===== src/rtl/display_scan_ctrl.sv =====
// display_scan_ctrl
//   Time-multiplexed scan of a 4-digit, 7-segment display fed from a 16-entry
//   hex message ROM. Each digit slot is BLANK_CNT cycles with all anodes off.
//   This prevents ghosting between digits. The slot then has REFRESH_CNT
//   cycles with one anode on. A button (already debounced) scrolls the message
//   window by one character. The scroll takes effect only at a frame boundary,
//   so all four digits of a frame always use the same pointer.
//
//   Optional build macro: AUTO_SCROLL_EN -- adds a frame counter that also
//   requests a scroll step every AUTO_FRAMES frames.
//
// Ports
//   clk        in   system clock (rising edge)
//   reset      in   asynchronous reset, active low
//   debounce   in   debounced button level, clk-synchronous
//   char_data  in   [3:0] nibble returned by the message ROM for char_addr
//   char_addr  out  [3:0] message ROM address (registered)
//   an         out  [3:0] anodes, active low, an[0] = leftmost digit
//   seg        out  [6:0] segments {g,f,e,d,c,b,a}, active low
//   frame_tick out  1-cycle pulse in the last drive cycle of digit 3
module display_scan_ctrl #(
  parameter int REFRESH_CNT = 50000,
  parameter int BLANK_CNT   = 4,
  parameter int AUTO_FRAMES = 250
) (
  input  logic       clk,
  input  logic       reset,
  input  logic       debounce,
  input  logic [3:0] char_data,
  output logic [3:0] char_addr,
  output logic [3:0] an,
  output logic [6:0] seg,
  output logic       frame_tick
);

  if (REFRESH_CNT < 2 || BLANK_CNT < 2 || AUTO_FRAMES < 1) begin : g_bad_param
    $error("display_scan_ctrl: REFRESH_CNT>=2, BLANK_CNT>=2, AUTO_FRAMES>=1");
  end

  localparam int RW = $clog2(REFRESH_CNT + 1);
  localparam int BW = $clog2(BLANK_CNT + 1);
  localparam logic [BW-1:0] B_LAST = BW'(BLANK_CNT - 1);
  localparam logic [RW-1:0] R_LAST = RW'(REFRESH_CNT - 1);
  localparam logic [RW-1:0] R_PEN  = RW'(REFRESH_CNT - 2);

  typedef enum logic {S_BLANK, S_DRIVE} state_t;

  state_t          r_state;
  logic [BW-1:0]   r_bcnt;
  logic [RW-1:0]   r_dcnt;
  logic [1:0]      r_digit;
  logic [3:0]      r_ptr;
  logic            r_pend;
  logic            r_deb_q;
  logic [3:0]      r_char_addr;
  logic [3:0]      r_an;
  logic [6:0]      r_seg;
  logic            r_frame_tick;

  logic w_rise;
  logic w_step;

  assign w_rise = debounce & ~r_deb_q;

`ifdef AUTO_SCROLL_EN
  localparam int FW = $clog2(AUTO_FRAMES + 1);
  localparam logic [FW-1:0] F_LAST = FW'(AUTO_FRAMES - 1);
  logic [FW-1:0] r_fcnt;
  logic          w_auto;

  // Auto and button requests merge: either one produces a single step.
  assign w_auto = r_frame_tick && (r_fcnt == F_LAST);
  assign w_step = r_frame_tick && (r_pend || w_auto);

  always_ff @(posedge clk or negedge reset) begin
    if (!reset)            r_fcnt <= '0;
    else if (r_frame_tick) r_fcnt <= (r_fcnt == F_LAST) ? '0 : r_fcnt + 1'b1;
  end
`else
  assign w_step = r_frame_tick && r_pend;
`endif

  function automatic logic [6:0] hex7seg(input logic [3:0] v);
    case (v)
      4'h0: hex7seg = 7'h40;  4'h1: hex7seg = 7'h79;
      4'h2: hex7seg = 7'h24;  4'h3: hex7seg = 7'h30;
      4'h4: hex7seg = 7'h19;  4'h5: hex7seg = 7'h12;
      4'h6: hex7seg = 7'h02;  4'h7: hex7seg = 7'h78;
      4'h8: hex7seg = 7'h00;  4'h9: hex7seg = 7'h10;
      4'hA: hex7seg = 7'h08;  4'hB: hex7seg = 7'h03;
      4'hC: hex7seg = 7'h46;  4'hD: hex7seg = 7'h21;
      4'hE: hex7seg = 7'h06;  default: hex7seg = 7'h0E;
    endcase
  endfunction

  always_ff @(posedge clk or negedge reset) begin
    if (!reset) begin
      r_state      <= S_BLANK;
      r_bcnt       <= '0;
      r_dcnt       <= '0;
      r_digit      <= '0;
      r_ptr        <= '0;
      r_pend       <= 1'b0;
      r_deb_q      <= 1'b0;
      r_char_addr  <= '0;
      r_an         <= 4'b1111;
      r_seg        <= 7'h7F;
      r_frame_tick <= 1'b0;
    end else begin
      r_deb_q      <= debounce;
      r_frame_tick <= 1'b0;

      // The step happens at the edge that ends the frame_tick cycle. An edge
      // that arrives in that same cycle stays pending for the next frame.
      if (w_step) begin
        r_ptr  <= r_ptr + 4'd1;
        r_pend <= w_rise;
      end else if (w_rise) begin
        r_pend <= 1'b1;
      end

      case (r_state)
        S_BLANK: begin
          // Address goes out early in the blank so the async ROM data has
          // settled before it is latched into seg on entry to DRIVE.
          if (r_bcnt == '0) r_char_addr <= r_ptr + {2'b00, r_digit};
          if (r_bcnt == B_LAST) begin
            r_state <= S_DRIVE;
            r_bcnt  <= '0;
            r_dcnt  <= '0;
            r_an    <= ~(4'b0001 << r_digit);
            r_seg   <= hex7seg(char_data);
          end else begin
            r_bcnt <= r_bcnt + 1'b1;
          end
        end
        default: begin
          // Registered pulse: raise one cycle early so it is high in the last cycle.
          if (r_dcnt == R_PEN && r_digit == 2'd3) r_frame_tick <= 1'b1;
          if (r_dcnt == R_LAST) begin
            r_state <= S_BLANK;
            r_dcnt  <= '0;
            r_bcnt  <= '0;
            r_digit <= r_digit + 2'd1;
            r_an    <= 4'b1111;
            r_seg   <= 7'h7F;
          end else begin
            r_dcnt <= r_dcnt + 1'b1;
          end
        end
      endcase
    end
  end

  assign char_addr  = r_char_addr;
  assign an         = r_an;
  assign seg        = r_seg;
  assign frame_tick = r_frame_tick;

endmodule


===== config.mk =====
export PLATFORM = sky130hd
export DESIGN_NAME = display_scan_ctrl
export DESIGN_NICKNAME = d
export VERILOG_FILES = /design/src/rtl/display_scan_ctrl.sv
export SDC_FILE = /design/constraint.sdc
export NUM_CORES = 1
export LEC_CHECK = 0
export ABC_AREA = 1
export CAP_MARGIN = 20
export CORE_ASPECT_RATIO = 2
export CORE_MARGIN = 2
export CORE_UTILIZATION = 55
export DETAILED_ROUTE_END_ITERATION = 7
export MAX_ROUTING_LAYER = met4
export PLACE_DENSITY = 0.75
export SYNTH_ARGS = -nofsm -noshare
export SYNTH_HDL_FRONTEND = slang
export SYNTH_SLANG_ARGS = --single-unit

===== constraint.sdc =====
create_clock -name clk -period 1.75 [get_ports clk]
set_input_delay 0.35 -clock clk [delete_from_list [all_inputs] [get_ports clk]]
set_output_delay 0.35 -clock clk [all_outputs]
set_load 0.05 [all_outputs]

## Yosys cells after proc, flatten, opt, wreduce, memory -nomap -nowiden

Memory sizes are Yosys's and may differ from the RTL's.
Index checks and enable logic that the tools add are counted.
W data, S select, Z words.

| storage, ports and cells | value |
|---|---|
| bits in registers | 44 |
| bits in read-only memories | 112 |
| input bits | 7 |
| logic and storage cells | 54 |
| memories | 1 |

Memories:

| name | words | width | rd ports | clocked after memory_dff | write ports | RTL line | source |
|---|---|---|---|---|---|---|---|
| (name not given) | 16 | 7 | 1 | 0 | 0 | 84 | `case (v)` |

| cells by class | value |
|---|---|
| add/subtract/negate cells | 5 |
| equality and inequality tests | 5 |
| shifts and indexed selects | 1 |
| muxes and demuxes | 19 |
| bitwise logic cells | 4 |
| reduce and logical (&&, ||, !) cells | 8 |

Operators by type and width:

| cell | count |
|---|---|
| $mux W16 | 3 |
| $eq A16 B16 Y1 const B | 2 |
| $mux W7 | 3 |
| $add A16 B1 Y16 const B | 1 |
| $mux W4 | 3 |
| $mux W3 | 3 |
| $mux W1 | 7 |
| $reduce_and A2 Y1 | 3 |
| $add A4 B1 Y4 const B | 1 |
| $add A4 B2 Y4 | 1 |
| $not A4 Y4 | 1 |
| $reduce_bool A2 Y1 | 2 |
| $shl A1 B2 Y4 const A | 1 |
| $add A3 B1 Y3 const B | 1 |
| $eq A3 B2 Y1 const B | 1 |
| $logic_not A3 Y1 | 1 |
| $add A2 B1 Y2 const B | 1 |
| $eq A2 B2 Y1 const B | 1 |
| $logic_and A1 B1 Y1 | 2 |
| $ne A2 B1 Y1 const B | 1 |
| $not A1 Y1 | 2 |
| $and A1 B1 Y1 | 1 |

## Depth between registers and ports, before layout

Gate-level depths: netlist (run 1).

| depth | value |
|---|---|
| depth in word-level cells | 4 |
| mapped depth | 10 |

## Worst setup path before layout (run 1)

OpenSTA, ideal clock, no wires.

| timing | value |
|---|---|
| path type | register -> register |
| start | register r_dcnt[0] |
| end | register r_an[0], in the netlist an[0] |
| arrival | 1.265 ns |
| required time | 1.674 ns |
| slack | 0.409 ns |
| cell stages (with the launch flop) | 10 |
| path buffers | 1 |
| clock period less this slack | 1.341 ns |
| path through | dfrtp_1 > ha_1 > nand3_4 > nor2_2 > nand2_2 > nand2_2 > nand2_2 > buf_6 > nand2_1 > nand2_1 |

| on the way | value |
|---|---|
| word-level cells in the longest chain between the ends | 3 |

Ends and longest elaborated chain:

| item | RTL line | source |
|---|---|---|
| from (decl) | 50 | `logic [RW-1:0] r_dcnt;` |
| from (signal assigned) | 148 | `r_dcnt <= r_dcnt + 1'b1;` |
| $eq A16 B16 Y1 | 140 | `if (r_dcnt == R_LAST) begin` |
| $ne A2 B1 Y1 (no line) | n/a |  |
| $reduce_and A2 Y1 (no line) | n/a |  |
| to (signal assigned) | 131 | `r_an <= ~(4'b0001 << r_digit);` |
| to (decl) | 56 | `logic [3:0] r_an;` |

Every way passes these cells.
A chain may end at the register's enable or synchronous reset.

## Worst setup path in the final report (run 1)

| timing | value |
|---|---|
| start | register r_dcnt[0] |
| end | register r_digit[0] |

| on the way | value |
|---|---|
| word-level cells in the longest chain between the ends | 2 |

Ends and longest elaborated chain:

| item | RTL line | source |
|---|---|---|
| $eq A16 B16 Y1 | 140 |  |
| $reduce_and A2 Y1 (no line) | n/a |  |
| to (signal assigned) | 144 | `r_digit <= r_digit + 2'd1;` |
| to (decl) | 51 | `logic [1:0] r_digit;` |

Every way passes these cells.

==> results of run 1 <==
==> power by group <==
| part | switching, W | internal, W | total [W] | leakage [nW] |
|---|---|---|---|---|
| Combinational | 0.000113 | 0.0000860 | 0.000199 | 0.908 |
| Sequential | 0.0000158 | 0.00104 | 0.00106 | 0.544 |
| Clock | 0.000370 | 0.000467 | 0.000837 | 0.0614 |
| Total | 0.000499 | 0.00159 | 0.00209 | 1.51 |
==> stage by stage <==
stage	instance area, µm²	instances
3_5_place_dp	2990	407
3_3_place_gp	2990	407
2_1_floorplan	2590	328
5_1_grt	3110	415
4_1_cts	3110	415
6_report	3110	415
==> layout make-up <==
| cell class | count | share of cell area, % |
|---|---|---|
| Sequential cell | 44 | 35.9 |
| Timing Repair Buffer | 32 | 12.5 |
| Clock buffer | 6 | 2.66 |
| Multi-Input combinational cell | 243 | 41.6 |
| Inverter | 33 | 3.98 |
| Clock inverter | 2 | 1.25 |
| Tap cell | 55 | 2.21 |
==> cells by family (layout without fill, tap and decap cells) <==
logic type               after synthesis  in the layout  synth area share, %
adder cells (fa/ha/maj)               18             18                 8.99
XOR/XNOR                              10             10                 3.38
AO/OA/AOI/OAI                         33             33                 7.35
flip-flops                            44             44                 43.1
AND/OR/NAND/NOR                      181            181                 29.8
multiplexers                           1              1                0.435
buffers and inverters                 41             73                 7.01
==> worst max path at each step <==
stage,startpoint,end,depth (start not counted)
finish,r_dcnt[0]$_DFFE_PN0P_,r_digit[0]$_DFFE_PN0P_,8
global route,r_dcnt[0]$_DFFE_PN0P_,an[1]$_DFFE_PN1P_,8
CTS,r_dcnt[0]$_DFFE_PN0P_,an[2]$_DFFE_PN1P_,8
detailed placement,char_data[0],seg[3]$_DFFE_PN1P_,8
global placement,char_data[0],seg[3]$_DFFE_PN1P_,8
floorplan,r_dcnt[0]$_DFFE_PN0P_,an[0]$_DFFE_PN1P_,9
==> cells in the mapped netlist (all sizes together) <==
master / instances / area (µm²)
nand2: 111 / 429
nand3: 39 / 208
dfrtp: 33 / 826
inv: 32 / 120
nor2: 27 / 109
o21ai: 21 / 105
ha: 17 / 213
dfstp: 11 / 289
buf: 7 / 53.8
xor2: 6 / 52.6
o211ai: 5 / 37.5
xnor2: 4 / 35.0
nand4: 3 / 18.8
o22ai: 3 / 18.8
o21bai: 2 / 15.0
a21oi: 1 / 5.00
clkbuf: 1 / 3.75
clkinv: 1 / 3.75
fa: 1 / 20.0
mux2: 1 / 11.3
nor4: 1 / 6.26
o2bb2ai: 1 / 8.76
==> routing by layer <==
layer	share of wire (%)	global-route usage (%)	wire [µm]	vias up
met1	38	26.5	2160	1065
li1	-	-	-	1104
met5	0	-	0	-
met4	2.3	9.07	129	0
met2	57	45.7	3260	45
met3	2.8	4.01	159	11
==> registers in the layout (all words and copies together) (netlist names) <==
register and cells:
seg 7, r_deb_q 1, char_addr 4, r_dcnt 16
r_state 1, r_pend 1, r_ptr 4, frame_tick 1
an 4, r_bcnt 3, r_digit 2
==> flow_summary.json, run 1 <==
{
  "rr_startpoint": "r_dcnt[0]$_DFFE_PN0P_",
  "clkTransAtPathRegs_ns": 0.09,
  "netlist_instances": 328,
  "path_class": "flip-flop to flip-flop",
  "clk_latency_ns": 0.31,
  "crit_buf_inv": 1,
  "cp_cell_sequence": "ha_1 > nand3_4 > nor2_2 > nand2_2 > nor2_2 > inv_1 > nand2_1 > nand2_1",
  "vias": 2225,
  "drc": 0,
  "ir_drop_mv": 0.742,
  "ys_seq_area_share_pct": 43.1,
  "p_per_area_nw_per_um2": 673,
  "period_minus_slack_ns": 1.54,
  "min_period_over_period_pct": 87.8,
  "yosys_register_bits": 44,
  "fin_tns_setup_ns": 0,
  "worstPathArrival_ns": 1.74,
  "fmax_mhz": 651,
  "maxCapViolCount": 0,
  "start_util_pct": 56.8,
  "post-cts-setup-buffers": 0,
  "status": "finished, final reports clean",
  "layout_commonest_cell": "nand2_1",
  "grt_max_degree": 45,
  "core_area_um2": 4550,
  "grt_first_pass_wirelength_um": 9890,
  "final.fill_count": 370,
  "dieArea_um2": 5300,
  "drtIter0Drc": 76,
  "ys_types": 27,
  "ant_nets": 0,
  "cts_buffers": 5,
  "setup_viol_count_final": 0,
  "cts_root_buf": "clkbuf_8",
  "antenna_found_initial": 0,
  "cts.repair.resized": 0,
  "final_max_slew_viol_count": 0,
  "end_kind": "flip-flop",
  "cp.required_ns": 1.95,
  "overflow": 0,
  "relSlewSlack_pct": 63.3,
  "gp_congestion": 0.938,
  "grt_pass1_vias": 2289,
  "routed_wl_um": 5710,
  "regArea_um2": 1110,
  "crit_family": "simple AND/OR/NAND/NOR gates",
  "multi_input_area_um2": 1290,
  "dp_hpwl_um": 4260,
  "power.leakage_nw": 1.51,
  "r2r_cells": 8,
  "wl_per_cell_um": 13.8,
  "rsz0062_at_grt": "false",
  "drive_above_1_share_pct": 16.1,
  "syn_area_per_cell_um2": 7.89,
  "clockBufferDepth": 2,
  "path_max_fanout": 5,
  "hold_viol_final": 0,
  "fin_util_pct": 68.3,
  "timing.rr.end": "r_digit[0]$_DFFE_PN0P_",
  "htreeDepth": 2,
  "synthesis.area_um2": 2590,
  "setup_ws_ns": 0.213,
  "cts_tree": "done",
  "total_power_w": 0.00209,
  "numClockSinks": 44,
  "area_growth_pct": 20.1,
  "final_nets": 384,
  "skew_ns": 0.00540,
  "numPortBuffers": 22,
  "track_usage_pct": 25.3,
  "whs_ns": 0.108,
  "min_path_type": "primary input to asynchronous set/reset pin",
  "yosys_warnings": 0,
  "rrSetupSlack_ns": 0.21,
  "diodes": 0,
  "tightest_slew_ns": 0.551,
  "crit_path_start_kind": "flip-flop",
  "core.rowCount": 35,
  "hold_buffers": 0,
  "die_h_um": 101,
  "viasPerCell": 5.36,
  "final_cell_mix": "106 x nand2_1, 38 x nand3_1, 33 x dfrtp_1",
  "slowest_stage": "dfrtp_1",
  "synth_nets": 353,
  "cp_slowest_stage_delay_ns": 0.41,
  "ioPinCount": 23,
  "die_w_um": 52.5,
  "dpl_worst_slack_ns": -0.0971,
  "dr.pass1.iters": 4
}
Power figures use the tool's default switching activity.
==> run 2: changes to the inputs <==
ABC_AREA = default   (was 1)
TNS_END_PERCENT = 30   (was default)
==> flow_summary.json, run 2 <==
{
  "synth.top_cell.area_share_pct": 32.2,
  "ys_seq_area_share_pct": 43.4,
  "numPortBuffers": 22,
  "total_power_w": 0.00214,
  "track_usage_pct": 26.9,
  "fmax_mhz": 562,
  "met1_length_um": 2280,
  "worstPathArrival_ns": 2.00,
  "hold_buffers": 0,
  "clk_latency_ns": 0.30,
  "ir_drop_mv": 0.989,
  "r2r_cells": 5,
  "skew_ns": 0.00779,
  "max_flop_register": "r_dcnt",
  "cp.required_ns": 1.97,
  "maxCapViolCount": 0,
  "path_max_fanout": 4,
  "min_period_over_period_pct": 102,
  "final_max_slew_viol_count": 0,
  "area_growth_pct": 32.9,
  "numClockSinks": 44,
  "clockBufferDepth": 2,
  "fin_tns_setup_ns": -0.0788,
  "cp_slowest_stage_delay_ns": 0.43,
  "start_util_pct": 56.3,
  "yosys_warnings": 0,
  "final_cells": 370,
  "wl_per_cell_um": 17.7,
  "synth_most_common_cell": "dfrtp_1",
  "power.leakage_nw": 1.54,
  "synth.area.top_cells": "dfrtp_1 32%, dfstp_2 11%, ha_1 8.3%, mux2_2 3.5%, nand2_1 2.8%",
  "yosysTopAreaCell": "dfrtp_1",
  "dr_wl_met2_um": 3880,
  "tightest_slew_ns": 0.462,
  "ys.flop_type": "dfrtp_1",
  "core.rowCount": 35,
  "cts_buffers": 5,
  "violations": "hold timing, setup timing",
  "dieArea_um2": 5260,
  "netlist_instances": 257,
  "yosys_register_bits": 44,
  "overflow": 0,
  "synthTopCellsByCount": "33 x dfrtp_1, 19 x nand2_1, 17 x ha_1",
  "ant_nets": 0,
  "crit_start": "r_dcnt[7]$_DFFE_PN0P_",
  "grt_pass1_vias": 2224,
  "antenna_found_initial": 0,
  "dr.pass1.iters": 4,
  "min_path_type": "primary input to asynchronous set/reset pin",
  "diodes": 0,
  "relSlewSlack_pct": 69.2,
  "met3_length_um": 204,
  "grt_first_pass_wirelength_um": 10100,
  "ioPinCount": 23,
  "synth_nets": 282,
  "viasPerCell": 6.01,
  "synthesis.area_um2": 2570,
  "die_h_um": 101,
  "crit_path_start_kind": "flip-flop",
  "dpl_worst_slack_ns": -0.199,
  "largest_reg_flops": 16,
  "rsz0062_at_grt": "true",
  "placed_cells": 358,
  "ys_types": 52,
  "drive_above_1_share_pct": 32.4,
  "setup_viol_count_final": 3,
  "layout_commonest_cell": "buf_4",
  "period_minus_slack_ns": 1.78,
  "top_layer_used": "met4",
  "slowest_stage": "or3_1",
  "vias": 2225,
  "dp_hpwl_um": 4570,
  "rr_startpoint": "r_dcnt[7]$_DFFE_PN0P_",
  "final_nets": 339,
  "cts_root_buf": "clkbuf_8",
  "htreeDepth": 2,
  "status": "finished with violations",
  "die_w_um": 52.3,
  "hold_viol_final": 16,
  "ys_async_sr_fraction_pct": 100,
  "cp_cell_sequence": "buf_4 > and4_2 > nand4_1 > or3_1 > o211ai_1",
  "cts_tree": "done",
  "path_class": "flip-flop to flip-flop",
  "end_kind": "flip-flop",
  "gp_congestion": 0.859,
  "whs_ns": -0.00388,
  "drc": 0,
  "syn_area_per_cell_um2": 9.99,
  "synth_edf_count": 0,
  "drtIter0Drc": 57,
  "final_cell_mix": "43 x buf_4, 32 x dfrtp_1, 18 x nand2_1",
  "clkTransAtPathRegs_ns": 0.09,
  "setup_ws_ns": -0.0309,
  "routed_wl_um": 6530,
  "p_per_area_nw_per_um2": 628,
  "grt_max_degree": 27,
  "core_area_um2": 4550
}
-- run 2: cell count changes in the layout (fill, tap and decap cells not counted), sizes merged, moves of 7 or more --
| cell | before | now |
|---|---|---|
| nand2 | 111 | 19 |
| a21oi | 1 | 9 |
| a31oi | 0 | 7 |
| mux2 | 1 | 8 |
| o21ai | 21 | 13 |
| inv | 32 | 16 |
| nor2 | 27 | 15 |
| o21a | 0 | 7 |
| nand3 | 39 | 13 |
| buf | 27 | 59 |
-- run 2: worst paths after layout --
kind                                               end  slack [ns]
worst max-delay path            r_dcnt[15]$_DFFE_PN0P_       -0.03
max in group asynchronous           seg[3]$_DFFE_PN1P_        1.19
worst min register to register      r_pend$_DFFE_PN0P_        0.45
min in group clk                    r_pend$_DFFE_PN0P_        0.45
worst min-delay path              r_ptr[2]$_DFFE_PN0P_      -0.004
worst max register to register  r_dcnt[15]$_DFFE_PN0P_       -0.03
-- run 2: final cells by class --
| cell class | count | area (µm²) |
|---|---|---|
| clock inverters | 1 | 30.0 |
| clock buffers | 7 | 96.3 |
| repair buffers | 64 | 661 |
| inverters | 16 | 60.1 |
| multi-input cells | 183 | 1380 |
| flip-flops and latches | 44 | 1120 |
| well taps | 55 | 68.8 |
| fillers | 332 | 1140 |
-- run 2: through the flow --
step / instance area [µm²] / hold WS (ns) / utilization (%)
after floorplan: 2570 / 0.0544 / -
after global placement: 3190 / 0.322 / 70.0
after detailed placement: 3190 / 0.330 / 70.0
after CTS: 3330 / 0.00873 / 73.0
after global routing: 3410 / 0.0267 / 74.9
final: 3410 / -0.00388 / 74.9
-- run 2: critical path, delay by kind of cell, from the launching register on --
kind                   cells  cell delay (ns)
AOI/OAI and AO/OA          1             0.16
DFF                        1             0.40
and+or+nand+nor            3             0.99
buffers and inverters      1             0.15
-- run 2: layer usage --
layer / up-vias / GRT usage [%]
li1: 1046 / -
met1: 1103 / 27.1
met2: 62 / 47.1
met3: 14 / 4.01
met4: 0 / 15.4
met5: - / -
-- run 2: logic make-up after synthesis --
| logic type | Yosys count | synth area share [%] |
|---|---|---|
| AND/OR/NAND/NOR | 87 | 19.6 |
| AO/OA/AOI/OAI | 58 | 15.5 |
| flip-flops | 44 | 43.4 |
| buffers and inverters | 30 | 4.63 |
| adder cells (fa/ha/maj) | 18 | 9.07 |
| multiplexers | 13 | 5.46 |
| XOR/XNOR | 7 | 2.39 |
-- run 2: power by group --
part           switching [W]  internal (W)  leakage (nW)
combinational       0.000117      0.000110         0.933
sequential         0.0000167       0.00104         0.543
clock               0.000353      0.000504        0.0645
-- run 2: what timing repair did --
action | in CTS | in global routing
setup endpoints to repair | 7 | 10
pin swaps | 4 | 7
setup buffers | 1 | 3
resized for setup | 2 | 12
